## src/rtl/demux_frame_sequencer.sv

```systemverilog
// Serialises one latched 8-bit frame onto the 1x8 demux (a_out/s_out), one enabled
// channel per beat in ascending order, with backpressure and a frame_done pulse.
//
// state | meaning
// IDLE  | waiting for a frame offer, in_ready high
// SHIFT | presenting beat for channel idx, advance on out_ready
// DONE  | one-cycle frame_done pulse, then back to IDLE
module demux_frame_sequencer #(
  parameter int N_CH  = 8,
  parameter int SEL_W = 3
) (
  input  logic             clk,
  input  logic             rst_n,
  input  logic [N_CH-1:0]  in_data,
  input  logic [N_CH-1:0]  in_mask,
  input  logic             in_valid,
  output logic             in_ready,
  output logic             a_out,
  output logic [SEL_W-1:0] s_out,
  output logic             out_valid,
  input  logic             out_ready,
  output logic             frame_done,
  output logic             busy
);

  localparam logic [1:0] IDLE  = 2'd0;
  localparam logic [1:0] SHIFT = 2'd1;
  localparam logic [1:0] DONE  = 2'd2;

  logic [1:0]       state;
  logic [N_CH-1:0]  data;
  logic [N_CH-1:0]  mask;
  logic [SEL_W-1:0] idx;

  logic [SEL_W-1:0] first_idx;
  logic [SEL_W-1:0] next_idx;
  logic             has_next;
  logic             accept;

  // Downward scans so the last hit is the lowest qualifying channel.
  always_comb begin
    first_idx = '0;
    next_idx  = '0;
    has_next  = 1'b0;
    for (int i = N_CH - 1; i >= 0; i--) begin
      if (in_mask[i]) first_idx = SEL_W'(i);
      if (mask[i] && (SEL_W'(i) > idx)) begin
        has_next = 1'b1;
        next_idx = SEL_W'(i);
      end
    end
  end

  assign accept = in_valid && in_ready;

  always_ff @(posedge clk) begin
    if (!rst_n) begin
      state <= IDLE;
      data  <= '0;
      mask  <= '0;
      idx   <= '0;
    end else begin
      case (state)
        IDLE: begin
          if (accept) begin
            data <= in_data;
            mask <= in_mask;
            if (in_mask != '0) begin
              idx   <= first_idx;
              state <= SHIFT;
            end else begin
              state <= DONE;
            end
          end
        end
        SHIFT: begin
          if (out_ready) begin
            if (has_next) idx <= next_idx;
            else          state <= DONE;
          end
        end
        DONE:    state <= IDLE;
        default: state <= IDLE;
      endcase
    end
  end

  // Every output is held low while reset is asserted, including the abort cycle.
  assign in_ready   = rst_n && (state == IDLE);
  assign out_valid  = rst_n && (state == SHIFT);
  assign frame_done = rst_n && (state == DONE);
  assign busy       = rst_n && (state != IDLE);
  assign a_out      = out_valid && data[idx];
  assign s_out      = out_valid ? idx : '0;

endmodule

```

## config.mk

```make
export PLATFORM = sky130hd
export DESIGN_NAME = demux_frame_sequencer
export DESIGN_NICKNAME = d
export VERILOG_FILES = /design/src/rtl/demux_frame_sequencer.sv
export SDC_FILE = /design/constraint.sdc
export NUM_CORES = 1
export LEC_CHECK = 0
export CAP_MARGIN = 10
export CORE_UTILIZATION = 25
export CTS_CLUSTER_DIAMETER = 60
export CTS_CLUSTER_SIZE = 16
export DETAILED_ROUTE_END_ITERATION = 8
export REMOVE_ABC_BUFFERS = 1
export SLEW_MARGIN = 40
export SYNTH_ARGS = -nofsm -noshare
export SYNTH_HDL_FRONTEND = slang
export SYNTH_SLANG_ARGS = --single-unit
```

## constraint.sdc

```tcl
create_clock -name clk -period 1.9 [get_ports clk]
set_input_delay 0.285 -clock clk [delete_from_list [all_inputs] [get_ports clk]]
set_output_delay 0.285 -clock clk [all_outputs]
set_load 0.02 [all_outputs]
```

**Word-level counts from Yosys, hierarchy flattened**

Cells that the tools add are included.

- Order comparisons: 9
- Equality and inequality tests: 7
- Muxes and demuxes: 37
- Reduce and logical (&&, ||, !) cells: 21

Operators with widths:

| cell | number |
|---|---|
| $mux W3 | 21 |
| $logic_and A1 B1 Y1 | 14 |
| $gt A3 B3 Y1 const A | 4 |
| $ne A2 B2 Y1 const B | 5 |
| $mux W1 | 9 |
| $mux W2 | 4 |
| $reduce_bool A8 Y1 | 1 |
| $gt A1 B3 Y1 const A | 2 |
| $gt A2 B3 Y1 const A | 2 |
| $pmux W3 S2 | 1 |
| $reduce_and A5 Y1 | 1 |
| $lt A3 B4 Y1 const B | 1 |
| $pmux W2 S2 | 1 |
| $reduce_bool A2 Y1 | 2 |
| $bmux W1 S3 | 1 |
| $reduce_and A3 Y1 | 1 |
| $eq A2 B1 Y1 const B | 1 |
| $eq A2 B2 Y1 const B | 1 |
| $logic_not A2 Y1 | 1 |
| $reduce_and A2 Y1 | 1 |

- Register bits after elaboration: 21
- Word-level logic and storage cells: 78

**Depth between registers and ports, before layout**

- Depth in word-level cells: 13
- Mapped depth: 6

**Worst setup path after synthesis**

OpenSTA, ideal clock, no wires.

- Path type: input to register
- Start: in in_mask[0]
- End: reg idx[2]
- Data arrival time: 1.402 ns
- Setup slack: 0.382 ns
- Cell stages on the path: 5
- Cells stage by stage: or4_4 -> o21ai_2 -> a21oi_2 -> and2_4 -> o211a_1

- Longest elaborated chain between the ends: 4
- Elaborated cells between the ends (all ways): 7
- Those cells by class: 1 x eq/ne; 4 x mux; 2 x reduce/logical

RTL lines:

| what | line | text |
|---|---|---|
| start, declared | 15 | `input logic [N_CH-1:0] in_mask,` |
| $mux W3 | 46 | `if (in_mask[i]) first_idx = SEL_W'(i);` |
| $mux W3 | 68 | `if (in_mask != '0) begin` |
| $mux W3 | 65 | `if (accept) begin` |
| $pmux W3 S2 | 63 | `case (state)` |
| end signal, assigned | 69 | `idx <= first_idx;` |
| end signal, assigned | 78 | `if (has_next) idx <= next_idx;` |
| end, declared | 33 | `logic [SEL_W-1:0] idx;` |

Parallel ways exist; a longest one is shown, timed or not. The select of a mux whose other input is x is not followed.
A chain may end at the register's enable or synchronous reset.

**Worst setup path after layout**

Same ends and word-level chain as after synthesis.

==> impl_metrics.toml <==
[placement]
gp_congestion = 0.887
io_buffer_count = 27
dp_hpwl_um = 2220

[power_and_ir_drop]
peakVddDrop_mv = 0.292
p_leak_uw = 0.000695
p_per_area_nw_per_um2 = 689

[detailed_routing]
wl_per_cell_um = 11.8
viasPerCell = 4.87
wl_um = 2880
drtIter0Drc = 96
drtAntennaViolNets = 0
first_pass_iters = 4
vias = 1188
drc = 0

[job]
maxCapViolCount = 0

[final_layout]
n_antenna_cell = 0
syn2layout_area_growth_pct = 41.4
fill_cells = 470
layout_common_cells = "38 x nand2_1, 20 x buf_4, 19 x dfxtp_1"
fin_nets = 213
drive_above_1_share = 0.193
layout_commonest_cell = "nand2_1"

[synth]
synth_xor_area_frac = 0
synth_top_family_by_area = "simple AND/OR/NAND/NOR gates"
synth.distinct_cells = 42
synth_edf_count = 0
synth_compound_area_frac = 0.270
yosys.area.top_type = "dfxtp_1"
ys_warn_count = 0
syn-instance-count = 151
synth_area_sq_um = 1160
synth_area_per_cell_sq_um = 7.71
synth_ff_type = "dfxtp_1"
synth_mux_area_frac = 0.0387
synth.top_cell.area_share = 0.344
async_flop_share = 0
synth-seq-cells = 20
yosys.area_share.adder = 0
ys_seq_area_frac = 0.344
synth-simple-area-share = 0.275
synth.area.top_cells = "dfxtp_1 34%, nand2_1 12%, o21ai_0 6.9%, a21oi_1 3.9%, mux4_2 3.9%"

[timing]
fin_hold_ws_ps = 457
period_share = 0.914
rsz0062_at_grt = "no"
worstMarginPinSlew_ps = 352
fmax_mhz = 576
drv_slew = 0
setup_viol = 0
min_period_ps = 1740
tns_ps = 0
hold_violations = 0
slew-limit-headroom = 0.763
clock_skew_ps = 5.01

[cts]
cts_root_buf = "clkbuf_8"
insertion_delay_ps = 260
htree_levels = 1
cts.clk_slew.worst_paths_ps = 80
cts.sinks = 20
clockBufferDepth = 2
postCtsSetupBuffers = 0
cts_inserted_buffers = 3
cts_tree = "yes"

[global_route]
use_met3 = 0.0231
use_met1 = 0.178
grt_util_all_layers = 0.128
overflow = 0
grt_util_met2 = 0.197
grt_pass1_vias = 1107
grt_pass1_wl_um = 5120
top_usage_layer = "met2"
grt_start_max_net_pins = 19
antenna_found_initial = 0

[worst_setup_path]
timing.rr.start = "idx[0]"
start_kind = "primary input"
end_kind = "flop"
cp.arrival_ps = 1890
crit_required_ps = 2060
path_class = "in -> reg"
crit_start = "in_mask[0]"
worstPathMaxFanout = 4
r2r_cells = 6

[floorplan]
die-area_sq_um = 4940
core.rowCount = 24
die_y_um = 70.3
start_util = 0.264
pin_count = 28
die_x_um = 70.3
coreArea_sq_um = 4410

[run_status]
status = "completed"

[min_path]
holdCritPathClass = "reg -> reg"
min_from = "data[7]"
hold_depth = 2
==> cells in the mapped netlist, types with 2 or more instances <==
master / n
nand2_1: 38
dfxtp_1: 20
o21ai_0: 16
a21oi_1: 9
inv_1: 7
nor2_1: 6
clkbuf_1: 5
o31ai_1: 4
buf_2: 3
nor3_1: 3
a21o_1: 2
and3_1: 2
mux4_2: 2
nand2b_1: 2
nor2b_1: 2
nor3b_1: 2
o22ai_1: 2
or4_4: 2
==> layout make-up <==
type | instances | area (sq um) | area share
multi-input combinational | 114 | 687 | 0.417
timing repair buffer | 47 | 409 | 0.248
sequential | 20 | 404 | 0.245
tap | 52 | 65.1 | 0.0395
clock buffer | 4 | 55.1 | 0.0334
inverter | 7 | 26.3 | 0.0160
==> metrics by stage <==
stage                     std cells  total power [uW]  cell area (sq um)  utilization  setup slack, ps
after floorplan                 141               661               1110            -              100
after global placement          240               817               1590        0.361             -193
after detailed placement        240               818               1590        0.361             -186
after CTS                       244              1150               1640        0.372             21.8
after global routing            244              1210               1650        0.373              101
final                           244              1130               1650        0.373              164
==> path summary, 6_finish.rpt <==
kind,endpoint,slack [ps]
min reg2reg,data[7],460
max reg2reg,idx[1],300
min,data[7],460
max,idx[2],160
==> layer usage <==
metal	part of all wire	vias up
li1	-	616
met1	0.50	544
met2	0.45	23
met3	0.039	5
met4	0.015	0
met5	0	-
==> where the power goes <==
part           internal (uW)  switching, uW
combinational            167            154
clock                    185            146
sequential               457           25.8
==> critical path, cell delays in order <==
cell and delay, ps:
clkdlybuf4s50_1 420, or4_4 560, o21ai_2 160, a21oi_2 90, and2_4 170, o211a_1 210
==> state kept, by name, summed over array words and instances, names as in the netlist <==
register	count
data	8
mask	7
state	2
idx	3
==> repair_timing <==
item | in CTS | in global routing
endpoints found under the setup margin | 8 | 2
resized for setup | 12 | 3
pin swaps | 0 | 0
hold buffers | 0 | 0
==> logic make-up (layout without fill, tap and decap cells) <==
| group | after synthesis | count (layout) |
|---|---|---|
| mux | 2 | 2 |
| flops | 20 | 20 |
| compound gates | 47 | 47 |
| buf+inv | 17 | 58 |
| simple gates | 65 | 65 |
No activity file was read; power rests on OpenSTA's default activity.
